[src/rtl/cbm2_bus_sched_if.sv]
// cbm2_bus_sched_if: request inputs and access strobes of the CBM-II bus scheduler
// master: the scheduler (reads model/steal/pause/dma_req, drives phase and strobes)
// slave : bus decode/mux, cores and DMA requester (the other side)
interface cbm2_bus_sched_if;
    logic model;
    logic steal;
    logic pause;
    logic dma_req;
    logic phase;
    logic vidCycle;
    logic cpuCycle;
    logic dmaCycle;
    logic dma_ack;
    logic cpu_ce;
    logic vid_ce;
    logic cpu_stalled;
    modport master (
        input  model, steal, pause, dma_req,
        output phase, vidCycle, cpuCycle, dmaCycle, dma_ack, cpu_ce, vid_ce, cpu_stalled
    );
    modport slave (
        output model, steal, pause, dma_req,
        input  phase, vidCycle, cpuCycle, dmaCycle, dma_ack, cpu_ce, vid_ce, cpu_stalled
    );
endinterface

[src/rtl/cbm2_bus_sched.sv]
// cbm2_bus_sched: time-division video/CPU/DMA scheduler for the CBM-II system bus
// clk_sys, reset : system clock, asynchronous active-high reset
// bus (master)   : model/steal/pause/dma_req in; phase, *Cycle strobes, dma_ack,
//                  cpu_ce, vid_ce, cpu_stalled out (all registered)
module cbm2_bus_sched #(
    parameter int HALF    = 16,
    parameter int ACC_LEN = 4
) (
    input  logic clk_sys,
    input  logic reset,
    cbm2_bus_sched_if.master bus
);
    localparam int W = $clog2(HALF);
    localparam logic [W-1:0] LAST   = W'(HALF - 1);
    localparam logic [W-1:0] ACC    = W'(ACC_LEN);
    localparam logic [W-1:0] ACK_AT = W'(ACC_LEN + 1);
    localparam logic [1:0] NONE = 2'd0, VID = 2'd1, CPU = 2'd2, DMA = 2'd3;

    if (HALF < ACC_LEN + 3) begin : g_param_chk
        $error("cbm2_bus_sched: HALF must be >= ACC_LEN+3");
    end

    logic [W-1:0] cnt_q, cnt_d;
    logic         phase_q, phase_d;
    logic [1:0]   own_q, own_d, sel;
    logic         acc, stall_d;
    logic         vid_q, cpu_q, dma_q, ack_q, cpu_ce_q, vid_ce_q, stall_q;

    // Outputs are registered from the next state, so each strobe lines up
    // with the cnt value it is decoded for.
    always_comb begin
        sel     = !phase_q ? VID :
                  (bus.steal && !bus.model) ? VID :
                  bus.dma_req ? DMA :
                  !bus.pause ? CPU : NONE;
        cnt_d   = (cnt_q == LAST) ? '0 : cnt_q + 1'b1;
        phase_d = (cnt_q == LAST) ? ~phase_q : phase_q;
        // owner is latched while leaving cnt 0 and held for the rest of the half
        own_d   = (cnt_q == '0) ? sel : own_q;
        acc     = (cnt_d != '0) && (cnt_d <= ACC);
        stall_d = (phase_d && cnt_d == LAST) ? (own_d != CPU) : stall_q;
    end

    always_ff @(posedge clk_sys or posedge reset) begin
        if (reset) begin
            cnt_q    <= '0;
            phase_q  <= 1'b0;
            own_q    <= NONE;
            vid_q    <= 1'b0;
            cpu_q    <= 1'b0;
            dma_q    <= 1'b0;
            ack_q    <= 1'b0;
            cpu_ce_q <= 1'b0;
            vid_ce_q <= 1'b0;
            stall_q  <= 1'b0;
        end else begin
            cnt_q    <= cnt_d;
            phase_q  <= phase_d;
            own_q    <= own_d;
            vid_q    <= acc && own_d == VID;
            cpu_q    <= acc && own_d == CPU;
            dma_q    <= acc && own_d == DMA;
            ack_q    <= cnt_d == ACK_AT && own_d == DMA;
            cpu_ce_q <= phase_d && cnt_d == LAST && own_d == CPU;
            vid_ce_q <= !phase_d && cnt_d == LAST;
            stall_q  <= stall_d;
        end
    end

    assign bus.phase       = phase_q;
    assign bus.vidCycle    = vid_q;
    assign bus.cpuCycle    = cpu_q;
    assign bus.dmaCycle    = dma_q;
    assign bus.dma_ack     = ack_q;
    assign bus.cpu_ce      = cpu_ce_q;
    assign bus.vid_ce      = vid_ce_q;
    assign bus.cpu_stalled = stall_q;
endmodule

[src/flat_wrapper.sv]
// flat-port wrapper written by rule: the top's interface ports become plain ports
module cbm2_bus_sched_flat 
#(
    parameter int HALF    = 16,
    parameter int ACC_LEN = 4
)
  (clk_sys, reset, bus_model, bus_steal, bus_pause, bus_dma_req, bus_phase, bus_vidCycle, bus_cpuCycle, bus_dmaCycle, bus_dma_ack, bus_cpu_ce, bus_vid_ce, bus_cpu_stalled);
  cbm2_bus_sched_if bus_i ();
  input  logic clk_sys;
  input  logic reset;
  input wire logic [$bits(bus_i.model)-1:0] bus_model;
  input wire logic [$bits(bus_i.steal)-1:0] bus_steal;
  input wire logic [$bits(bus_i.pause)-1:0] bus_pause;
  input wire logic [$bits(bus_i.dma_req)-1:0] bus_dma_req;
  output wire logic [$bits(bus_i.phase)-1:0] bus_phase;
  output wire logic [$bits(bus_i.vidCycle)-1:0] bus_vidCycle;
  output wire logic [$bits(bus_i.cpuCycle)-1:0] bus_cpuCycle;
  output wire logic [$bits(bus_i.dmaCycle)-1:0] bus_dmaCycle;
  output wire logic [$bits(bus_i.dma_ack)-1:0] bus_dma_ack;
  output wire logic [$bits(bus_i.cpu_ce)-1:0] bus_cpu_ce;
  output wire logic [$bits(bus_i.vid_ce)-1:0] bus_vid_ce;
  output wire logic [$bits(bus_i.cpu_stalled)-1:0] bus_cpu_stalled;
  assign bus_i.model = bus_model;
  assign bus_i.steal = bus_steal;
  assign bus_i.pause = bus_pause;
  assign bus_i.dma_req = bus_dma_req;
  assign bus_phase = bus_i.phase;
  assign bus_vidCycle = bus_i.vidCycle;
  assign bus_cpuCycle = bus_i.cpuCycle;
  assign bus_dmaCycle = bus_i.dmaCycle;
  assign bus_dma_ack = bus_i.dma_ack;
  assign bus_cpu_ce = bus_i.cpu_ce;
  assign bus_vid_ce = bus_i.vid_ce;
  assign bus_cpu_stalled = bus_i.cpu_stalled;
  cbm2_bus_sched #(.HALF(HALF), .ACC_LEN(ACC_LEN)) u_core (.clk_sys(clk_sys), .reset(reset), .bus(bus_i));
endmodule
[config.mk]
export PLATFORM = sky130hd
export DESIGN_NAME = cbm2_bus_sched_flat
export DESIGN_NICKNAME = d
export VERILOG_FILES = /design/src/rtl/cbm2_bus_sched_if.sv /design/src/rtl/cbm2_bus_sched.sv /design/src/flat_wrapper.sv
export SDC_FILE = /design/constraint.sdc
export NUM_CORES = 1
export LEC_CHECK = 0
export ABC_AREA = 1
export BUFFER_PORTS_ARGS = -buffer_cell sky130_fd_sc_hd__buf_2
export CAP_MARGIN = 10
export CORE_UTILIZATION = 48
export CTS_BUF_LIST = sky130_fd_sc_hd__clkbuf_8
export CTS_CLUSTER_DIAMETER = 200
export CTS_CLUSTER_SIZE = 16
export DETAILED_ROUTE_END_ITERATION = 8
export GPL_TIMING_DRIVEN = 0
export PLACE_DENSITY_LB_ADDON = 0.15
export REMOVE_ABC_BUFFERS = 1
export SLEW_MARGIN = 20
export SYNTH_ARGS = -nofsm -noshare
export SYNTH_HDL_FRONTEND = slang
export SYNTH_SLANG_ARGS = --single-unit
[constraint.sdc]
create_clock -name clk_sys -period 1.8 [get_ports clk_sys]
set_clock_uncertainty 0.2 [all_clocks]
set_input_delay 0.18 -clock clk_sys [delete_from_list [all_inputs] [get_ports clk_sys]]
set_output_delay 0.18 -clock clk_sys [all_outputs]
set_load 0.01 [all_outputs]
==> results of run 1 <==
==> timing repair <==
item / in CTS / in global routing
resized for setup: 0 / 4
buffers inserted: 0 / 0
endpoints found under the hold margin: 14 / 0
endpoints found under the setup margin: 0 / 6
hold buffers: 1 / 0
==> registers in the layout, indices dropped and copies added, names as in the netlist <==
signal	flops
u_core.bus.dmaCycle	1
u_core.bus.cpu_stalled	1
u_core.bus.vidCycle	1
u_core.bus.cpuCycle	1
u_core.cnt_q	4
u_core.own_q	2
u_core.bus.vid_ce	1
u_core.bus.cpu_ce	1
u_core.bus.dma_ack	1
u_core.bus.phase	1
==> routing by layer <==
layer / part of all wire / vias to the layer above / global-route usage
met5: 0 / - / 0
met4: 0.0088 / 0 / 0.0776
met3: 0.046 / 2 / 0.0511
met2: 0.47 / 15 / 0.296
met1: 0.48 / 204 / 0.246
li1: - / 269 / -
==> cells in the final DEF (no fill, tap or decap), types with 2 or more instances in the layout <==
cell type  instances
nand2_2            3
ha_1               3
xor2_1             2
clkbuf_8           4
nor2_2             2
inv_1             15
nand3_1            6
buf_2             13
dfrtp_1           13
nor2_1             8
nand2_1           18
nand4_1            2
==> worst max-delay path by stage <==
stage,depth (start not counted),slack (ps),end,from
final,9,180,u_core.bus.cpu_stalled,u_core.cnt_q[0]
after global routing,9,20,u_core.bus.cpu_stalled,u_core.cnt_q[0]
after CTS,7,60,u_core.bus.cpu_stalled,u_core.cnt_q[0]
after detailed placement,7,70,u_core.bus.cpu_stalled,u_core.cnt_q[0]
after global placement,7,130,u_core.bus.cpu_stalled,u_core.cnt_q[0]
after floorplan,7,290,u_core.bus.cpu_stalled,u_core.cnt_q[0]
==> through the flow <==
stage / area (um2) / setup WS (ps)
after global routing: 822 / 17.0
final: 822 / 177
after floorplan: 669 / 290
after global placement: 753 / 132
after detailed placement: 753 / 69.4
after CTS: 818 / 59.6
==> cell families (layout without fill, tap and decap cells) <==
group	count (synthesis)	count (layout)	synth area share
simple gates	40	40	0.271
xor+xnor	2	2	0.0262
flops	14	14	0.523
compound gates	2	2	0.0149
buf+inv	16	34	0.0897
fa+ha+maj	4	4	0.0748
==> worst reg2reg max path, stage by stage, from the launching register on <==
cell,delay (ps)
dfrtp_1,440
inv_2,100
ha_2,200
nand2_1,60
nor2_1,100
nand3_1,80
nand2_1,120
nand2_1,110
nand2_1,80
nand2_1,50
==> where the power goes <==
group | internal, mW | total, mW | leakage, nW | switching (mW)
sequential | 0.324 | 0.327 | 0.171 | 0.00263
clock | 0.194 | 0.309 | 0.0288 | 0.115
combinational | 0.0161 | 0.0403 | 0.266 | 0.0242
==> area by class of cell <==
class / instances / area [um2]
flip-flops and latches: 14 / 352
fillers: 110 / 479
inverters: 16 / 60.1
repair buffers: 14 / 75.1
clock buffers: 4 / 55.1
multi-input cells: 48 / 262
well taps: 15 / 18.8
==> qor.yml, run 1 <==
timing:
  timing.hold.ws_ps: 69.1
  setup_tns_ps: 0
  slew_headroom: 0.656
  period_needed_ps: 1620
  final_min_period_over_clock_period: 0.902
  achievable-frequency_mhz: 616
  tightest_slew_ps: 515
  rsz0062_at_grt: "false"
  drv_slew: 0
  finalSetupViolCount: 0
  final-hold-violation-count: 0
route:
  wire_per_inst_um: 10.3
  detailedRoute.firstIterationViolations: 7
  drt_first_pass_iters: 4
  finalWirelength_mm: 1.14
  postRouteAntennaNets: 0
  drc_errors: 0
  dr_total_vias: 490
  post_detailed_route_via_to_cell_ratio: 4.41
die:
  die_width_um: 39.3
  num_rows: 13
  boundaryPins: 14
  initial_utilization: 0.514
  dieHeight_um: 39.3
  die_area_mm2: 0.00155
  coreArea_mm2: 0.00130
clocking:
  clock-root-buffer: "clkbuf_8"
  clk_pin_slew_ps: 60
  max-clock-path-buffers: 2
  clock_tree_from_tritoncts: "built"
  numClockSinks: 14
  htree_levels: 1
  tritoncts.num_buffers: 3
  worstSkewPairLatency_ps: 240
run:
  maxCapViolations: 0
yosys:
  avgSynthCellArea_um2: 8.58
  synth.distinct_cells: 13
  netlist_top_cells_count: "nand2_1 (18), inv_1 (16), dfrtp_1 (14), nor2_1 (8), nand3_1 (6)"
  ys_async_sr_fraction: 1.00
  seq_area_frac_synth: 0.523
  flip_flop_and_latch_count_after_synthesis: 14
  total_standard_cell_area_after_synthesis_um2: 669
  synth_most_common_cell: "nand2_1"
  synthesis.yosys.warnings: 0
  synth_enable_flop_cells: 0
  synth_top_area_cell: "dfrtp_1"
  synth.top_cells.by_area: "dfrtp_1 (52%), nand2_1 (10%), inv_1 (9.0%), ha_1 (7.5%), nand3_1 (4.5%)"
  synthesis.instances: 78
  post-synth-top-area-fraction: 0.523
  yosys_most_used_dff: "dfrtp_1"
setup_path:
  worstSetupEndpointType: "flip-flop"
  cp_data_arrival_time_ps: 1560
  slowest_delay_ps: 440
  timing.rr.end: "u_core.bus.cpu_stalled"
  r2r.worst_path.cells: 9
  highest_delay_cell_along_the_critical_path: "dfrtp_1"
  rrSetupSlack_ps: 180
  worst-path-max-fanout: 5
  worstPathBufferInverterCount: 1
  critical_path.most_common_cell: "nand2_1"
  critPathLaunchType: "flip-flop"
  critPathTopFamily: "simple AND/OR/NAND/NOR gates"
  worstReg2RegStart: "u_core.cnt_q[0]"
  cp.required_ps: 1740
  path_class: "reg -> reg"
  crit_chain: "inv_2, ha_2, nand2_1, nor2_1, nand3_1, nand2_1, nand2_1, nand2_1, nand2_1"
global_route:
  grt_first_pass_wirelength_mm: 1.90
  via_count_of_the_first_global_routing_pass: 465
  globalRoute.totalOverflow: 0
  grt_antenna_before_repair: 0
  grt.total_usage: 0.190
  pin_count_of_the_biggest_net_entering_global_routing: 15
finish:
  antenna_cells: 0
  finish.cell_count_without_fillers: 111
  area_delta_synth_final_pct: 22.8
  layout-drive-gt1-share: 0.271
  layout.core_utilization: 0.632
  finalNetCount: 107
placed_design:
  portBuffers: 13
  placed_cells_incl_taps: 106
  gpl.final_weighted_congestion: 0.791
  dpl_wire_length_um: 859
min_path:
  hold_path_sink: "u_core.own_q[1]"
  min_path_cells: 4
  worst_hold_startpoint: "bus_pause"
  hp-class: "in -> reg"
pwr:
  power_leakage_nw: 0.466
  post-layout-total-power_mw: 0.676
  worst_ir_drop_vdd_v: 0.000487
  power.density_cell_area_mw_per_mm2: 822
run_status:
  run_status: "finished, final reports clean"
Note: power is estimated with default switching activity, not from simulation.
==> inputs of run 2 (changes only) <==
- CORE_MARGIN: not set -> 5
==> run 2 against run 1 <==
Compared with the run above:
- routed wire length is 5.4% higher
- cell area fell by 0.46%
- clock power decreased by 3%
- sequential share of layout area hardly changed
- utilization decreased by 1.1 points
- count of clock-buffer cells in the layout unchanged
==> qor.yml, run 2 (same netlist as run 1, synthesis figures left out) <==
setup_path:
  worst-path-max-fanout: 5  # unchanged
  critPathLaunchType: "flip-flop"  # unchanged
  worstReg2RegStart: "u_core.cnt_q[0]"  # unchanged
  worstSetupEndpointType: "flip-flop"  # unchanged
  rrSetupSlack_ps: 150  # was 180 ps
  r2r.worst_path.cells: 9  # unchanged
  timing.rr.end: "u_core.bus.cpu_stalled"  # unchanged
  setup.worst_path.end: "u_core.bus.cpu_stalled"  # unchanged
  path_class: "reg -> reg"  # unchanged
  cp_data_arrival_time_ps: 1580  # was 1560 ps
  crit_start: "u_core.cnt_q[0]"  # unchanged
  cp.required_ps: 1730  # was 1740 ps
timing:
  final-hold-violation-count: 0  # unchanged
  drv_slew: 0  # unchanged
  period_needed_ps: 1650  # was 1620 ps
  final_min_period_over_clock_period: 0.915  # was 0.902
  rsz0062_at_grt: "false"  # unchanged
  finalSetupViolCount: 0  # unchanged
  tightest_slew_ps: 539  # was 515 ps
  timing.hold.ws_ps: 90.2  # was 69.1 ps
  slew_headroom: 0.640  # was 0.656
  achievable-frequency_mhz: 607  # was 616 MHz
  setup_tns_ps: 0  # unchanged
finish:
  layout-drive-gt1-share: 0.250  # was 0.271
  finish.cell_count_without_fillers: 111  # unchanged
  antenna_cells: 0  # unchanged
  flip_flop_count_of_the_largest_register_after_layout: 4  # unchanged
  seq_area_um2: 350  # was 352 um2
  largest-register: "u_core.cnt_q"  # unchanged
  layout_commonest_cell: "nand2_1"  # unchanged
  biggest_registers_after_layout: "u_core.cnt_q x4, u_core.own_q x2"  # unchanged
  finalNetCount: 107  # unchanged
  filler_cell_count_in_the_final_layout: 129  # was 110
  layout_common_cells: "nand2_1 (18), inv_1 (15), dfrtp_1 (14)"  # was nand2_1 (18), inv_1 (15), buf_2 (13), dfrtp_1 (13), nor2_1 (8)
  multi_input_comb_area_um2: 259  # was 262 um2
  area_delta_synth_final_pct: 22.2  # was 22.8%
clocking:
  htree_levels: 1  # unchanged
  clock_tree_from_tritoncts: "built"  # unchanged
  clock-root-buffer: "clkbuf_8"  # unchanged
  max-clock-path-buffers: 2  # unchanged
  numClockSinks: 14  # unchanged
  cts_setup_buffers: 0  # unchanged
  worstSkewPairLatency_ps: 240  # about the same
  clk_pin_slew_ps: 60  # about the same
  tritoncts.num_buffers: 3  # unchanged
placed_design:
  placed_cells_incl_taps: 106  # unchanged
  dpl_wire_length_um: 915  # was 859 um
  portBuffers: 13  # unchanged
  gpl.final_weighted_congestion: 0.773  # was 0.791
run_status:
  run_status: "finished, final reports clean"  # unchanged
die:
  die_width_um: 47.3  # was 39.3 um
  coreArea_mm2: 0.00132  # was 0.00130 mm2
  dieHeight_um: 47.3  # was 39.3 um
  initial_utilization: 0.508  # was 0.514
  num_rows: 13  # unchanged
  boundaryPins: 14  # unchanged
  die_area_mm2: 0.00224  # was 0.00155 mm2
global_route:
  grt.total_usage: 0.129  # was 0.190
  via_count_of_the_first_global_routing_pass: 454  # was 465
  pin_count_of_the_biggest_net_entering_global_routing: 15  # unchanged
  grt_first_pass_wirelength_mm: 1.91  # was 1.90 mm
  grt_antenna_before_repair: 0  # unchanged
  globalRoute.totalOverflow: 0  # unchanged
min_path:
  hp-class: "in -> reg"  # unchanged
run:
  maxCapViolations: 0  # unchanged
route:
  wire_per_inst_um: 10.8  # was 10.3 um
  drt_first_pass_iters: 4  # unchanged
  postRouteAntennaNets: 0  # unchanged
  drc_errors: 0  # unchanged
  post_detailed_route_via_to_cell_ratio: 4.56  # was 4.41
  dr_total_vias: 506  # was 490
  finalWirelength_mm: 1.20  # was 1.14 mm
  detailedRoute.firstIterationViolations: 9  # was 7
pwr:
  power.density_cell_area_mw_per_mm2: 817  # was 822 mW/mm2
  worst_ir_drop_vdd_v: 0.000577  # was 0.000487 V
  power_leakage_nw: 0.469  # was 0.466 nW
  post-layout-total-power_mw: 0.669  # was 0.676 mW
[run 2: cell counts in the layout (fill, tap and decap cells not counted)]
Identical to the previous run, type by type.
[run 2: where the power goes]
group	total [mW]	switching (mW)	internal (mW)
clock network	0.301	0.107	0.194
logic	0.0414	0.0253	0.0161
registers	0.327	0.00223	0.324
total	0.669	0.135	0.534
[run 2: layer usage]
metal	track usage	vias to the layer above	wire length [um]
li1	-	271	-
met5	0	-	0
met3	0.0690	3	90
met2	0.176	15	485
met1	0.169	217	617
met4	0.0497	0	10
[run 2: critical path: stages, from the launching register on]
cell,delay [ps]
dfrtp_1,440
inv_2,100
ha_1,190
nand2_1,60
nor2_1,90
nand3_1,80
nand2_1,130
nand2_1,110
nand2_1,80
nand2_1,50
[run 2: metrics by stage]
| stage | utilization | worst slack, ps | instance area, um2 |
|---|---|---|---|
| after floorplan | - | 290 | 669 |
| after global placement | 0.572 | 67.7 | 753 |
| after detailed placement | 0.572 | 85.4 | 753 |
| after CTS | 0.621 | 71.1 | 818 |
| after global routing | 0.621 | 11.2 | 818 |
| final | 0.621 | 153 | 818 |
[run 2: how the worst min path moves through the flow]
stage / startpoint / to / slack, ps / cells after the start
3_3_place_gp: reset / u_core.bus.cpu_ce / 30 / 2
3_5_place_dp: reset / u_core.bus.cpu_stalled / 40 / 2
6_report: bus_pause / u_core.own_q[1] / 90 / 4
2_1_floorplan: reset / u_core.bus.cpuCycle / -130 / 1
4_1_cts: bus_pause / u_core.own_q[1] / 80 / 4
5_1_grt: bus_pause / u_core.own_q[1] / 100 / 4
[run 2: cell type report]
cell class,count,share of cell area
Inverter,16,0.0734
Tap cell,15,0.0229
Multi-Input combinational cell,48,0.317
Clock buffer,4,0.0673
Sequential cell,14,0.428
Timing Repair Buffer,14,0.0917
[run 2: timing repair]
action / 4_1_cts / 5_1_grt
gates resized for setup: 0 / 2
setup endpoints to repair: 0 / 6
endpoints found under the hold margin: 14 / 0
hold buffers: 1 / 0
==> inputs of run 3 (changes only) <==
- CTS_BUF_LIST: sky130_fd_sc_hd__clkbuf_8 -> not set
- GPL_ROUTABILITY_DRIVEN: not set -> 0
- clock period: 1.8 -> 1.9 ns (I/O delays scaled with it)
==> run 3 against run 2 <==
Compared with the run above:
- die area is the same
- cell count unchanged
- utilization shrank 1.4 points
- worst setup slack gained 14 ps
- routed wire length decreased by 2.2%
- critical path type unchanged
==> qor.yml, run 3 (same netlist as run 1, synthesis figures left out) <==
run_status:
  run_status: "finished, final reports clean"  # unchanged
timing:
  final-hold-violation-count: 0  # unchanged
  tightest_slew_ps: 528  # was 539 ps
  timing.hold.ws_ps: 49.7  # was 90.2 ps
  drv_slew: 0  # unchanged
  period_needed_ps: 1730  # was 1650 ps
  setup_tns_ps: 0  # unchanged
  finalSetupViolCount: 0  # unchanged
  final_min_period_over_clock_period: 0.912  # was 0.915
  achievable-frequency_mhz: 577  # was 607 MHz
  slew_headroom: 0.648  # was 0.640
  rsz0062_at_grt: "false"  # unchanged
route:
  detailedRoute.firstIterationViolations: 19  # was 9
  dr_total_vias: 497  # was 506
  wire_per_inst_um: 10.6  # was 10.8 um
  post_detailed_route_via_to_cell_ratio: 4.48  # was 4.56
  postRouteAntennaNets: 0  # unchanged
  drc_errors: 0  # unchanged
  finalWirelength_mm: 1.18  # was 1.20 mm
  drt_first_pass_iters: 4  # unchanged
clocking:
  worstSkewPairLatency_ps: 280  # was 240 ps
  numClockSinks: 14  # unchanged
  clock_tree_from_tritoncts: "built"  # unchanged
  tritoncts.num_buffers: 3  # unchanged
  htree_levels: 1  # unchanged
  clock-root-buffer: "clkbuf_4"  # was clkbuf_8
  cts_hold_buffers: 1  # unchanged
  cts_setup_buffers: 0  # unchanged
  clk_pin_slew_ps: 80  # was 60 ps
  max-clock-path-buffers: 2  # unchanged
  post_cts.resized_instances: 0  # unchanged
min_path:
  hp-class: "in -> reg"  # unchanged
finish:
  layout_commonest_cell: "nand2_1"  # unchanged
  finish.cell_count_without_fillers: 111  # unchanged
  antenna_cells: 0  # unchanged
  biggest_registers_after_layout: "u_core.cnt_q x4, u_core.own_q x2"  # unchanged
  finalNetCount: 107  # unchanged
  area_delta_synth_final_pct: 19.4  # was 22.2%
  layout_common_cells: "nand2_1 (18), inv_1 (16), dfrtp_1 (14)"  # was nand2_1 (18), inv_1 (15), dfrtp_1 (14)
  largest-register: "u_core.cnt_q"  # unchanged
  flip_flop_count_of_the_largest_register_after_layout: 4  # unchanged
  layout-drive-gt1-share: 0.240  # was 0.250
setup_path:
  critPathLaunchType: "flip-flop"  # unchanged
  crit_chain: "inv_1, ha_1, nand3_1, o21ai_0, nand2_1, nand2_1, nand2_1"  # was inv_2, ha_1, nand2_1, nor2_1, nand3_1, nand2_1, nand2_1, nand2_1, nand2_1
  worstSetupEndpointType: "flip-flop"  # unchanged
  cp_data_arrival_time_ps: 1700  # was 1580 ps
  critical_path.most_common_cell: "nand2_1"  # unchanged
  worst-path-max-fanout: 5  # unchanged
  path_class: "reg -> reg"  # unchanged
  highest_delay_cell_along_the_critical_path: "dfrtp_1"  # unchanged
  worstPathBufferInverterCount: 1  # unchanged
  critPathTopFamily: "flip-flops"  # was simple AND/OR/NAND/NOR gates
  slowest_delay_ps: 440  # about the same
  cp.required_ps: 1870  # was 1730 ps
global_route:
  grt_antenna_before_repair: 0  # unchanged
  busiest_layer: "met1"  # was met2
  grt.total_usage: 0.121  # was 0.129
  grt.met2_usage: 0.166  # was 0.176
  gr_util_met3: 0.0575  # was 0.0690
  globalRoute.totalOverflow: 0  # unchanged
  grt_first_pass_wirelength_mm: 1.86  # was 1.91 mm
  via_count_of_the_first_global_routing_pass: 436  # was 454
  gr-usage-met1: 0.169  # unchanged
  pin_count_of_the_biggest_net_entering_global_routing: 15  # unchanged
die:
  initial_utilization: 0.508  # unchanged
  boundaryPins: 14  # unchanged
  die_area_mm2: 0.00224  # unchanged
  num_rows: 13  # unchanged
  dieHeight_um: 47.3  # unchanged
  die_width_um: 47.3  # unchanged
  coreArea_mm2: 0.00132  # unchanged
placed_design:
  placed_cells_incl_taps: 106  # unchanged
  portBuffers: 13  # unchanged
  dpl_wire_length_um: 915  # unchanged
pwr:
  power.density_cell_area_mw_per_mm2: 694  # was 817 mW/mm2
  power_leakage_nw: 0.464  # was 0.469 nW
  worst_ir_drop_vdd_v: 0.000510  # was 0.000577 V
run:
  maxCapViolations: 0  # unchanged
-- run 3: changes by cell type in the layout (fill, tap and decap cells not counted) --
cell and delta:
inv_2 -1, clkbuf_8 -3, o21ai_0 +1, inv_1 +1, clkbuf_4 +3, o21ai_1 -1
-- run 3: worst min-delay path, delay by kind of cell --
family / cells / cell delay [ps]
and+or+nand+nor: 3 / 200
buffers and inverters: 1 / 80
-- run 3: routing by layer --
layer	part of all wire	wire [um]
met1	0.51	604
met2	0.41	486
met3	0.074	87
met4	0	0
met5	0	0
-- run 3: area by class of cell --
cell class	count	area, um2
clock buffers	4	36.3
fillers	129	518
inverters	16	60.1
multi-input cells	48	259
flip-flops and latches	14	350
well taps	15	18.8
repair buffers	14	75.1
-- run 3: where the power goes --
| group | switching (mW) | internal [mW] | total [mW] |
|---|---|---|---|
| combinational | 0.0234 | 0.0152 | 0.0386 |
| sequential | 0.00207 | 0.307 | 0.309 |
| clock | 0.0911 | 0.116 | 0.208 |
| total | 0.117 | 0.438 | 0.555 |
-- run 3: through the flow --
step                 util  power [mW]  worst slack (ps)  area [um2]
floorplan               -       0.337               390         669
global placement    0.572       0.352               168         753
detailed placement  0.572       0.352               185         753
CTS                 0.607       0.563               167         800
global route        0.607       0.587              14.4         800
finish              0.607       0.555               167         800
-- run 3: final timing paths --
kind / start / end / slack (ps) / cells past startpoint
worst max-delay path: u_core.cnt_q[0] / u_core.bus.cpu_stalled / 170 / 7
worst min-delay path: bus_pause / u_core.own_q[1] / 50 / 4
worst max register to register: u_core.cnt_q[0] / u_core.bus.cpu_stalled / 170 / 7
worst min register to register: u_core.bus.cpu_stalled / u_core.bus.cpu_stalled / 290 / 2
max in group asynchronous: reset / u_core.bus.vid_ce / 860 / 3
min in group asynchronous: reset / u_core.bus.vidCycle / 280 / 3
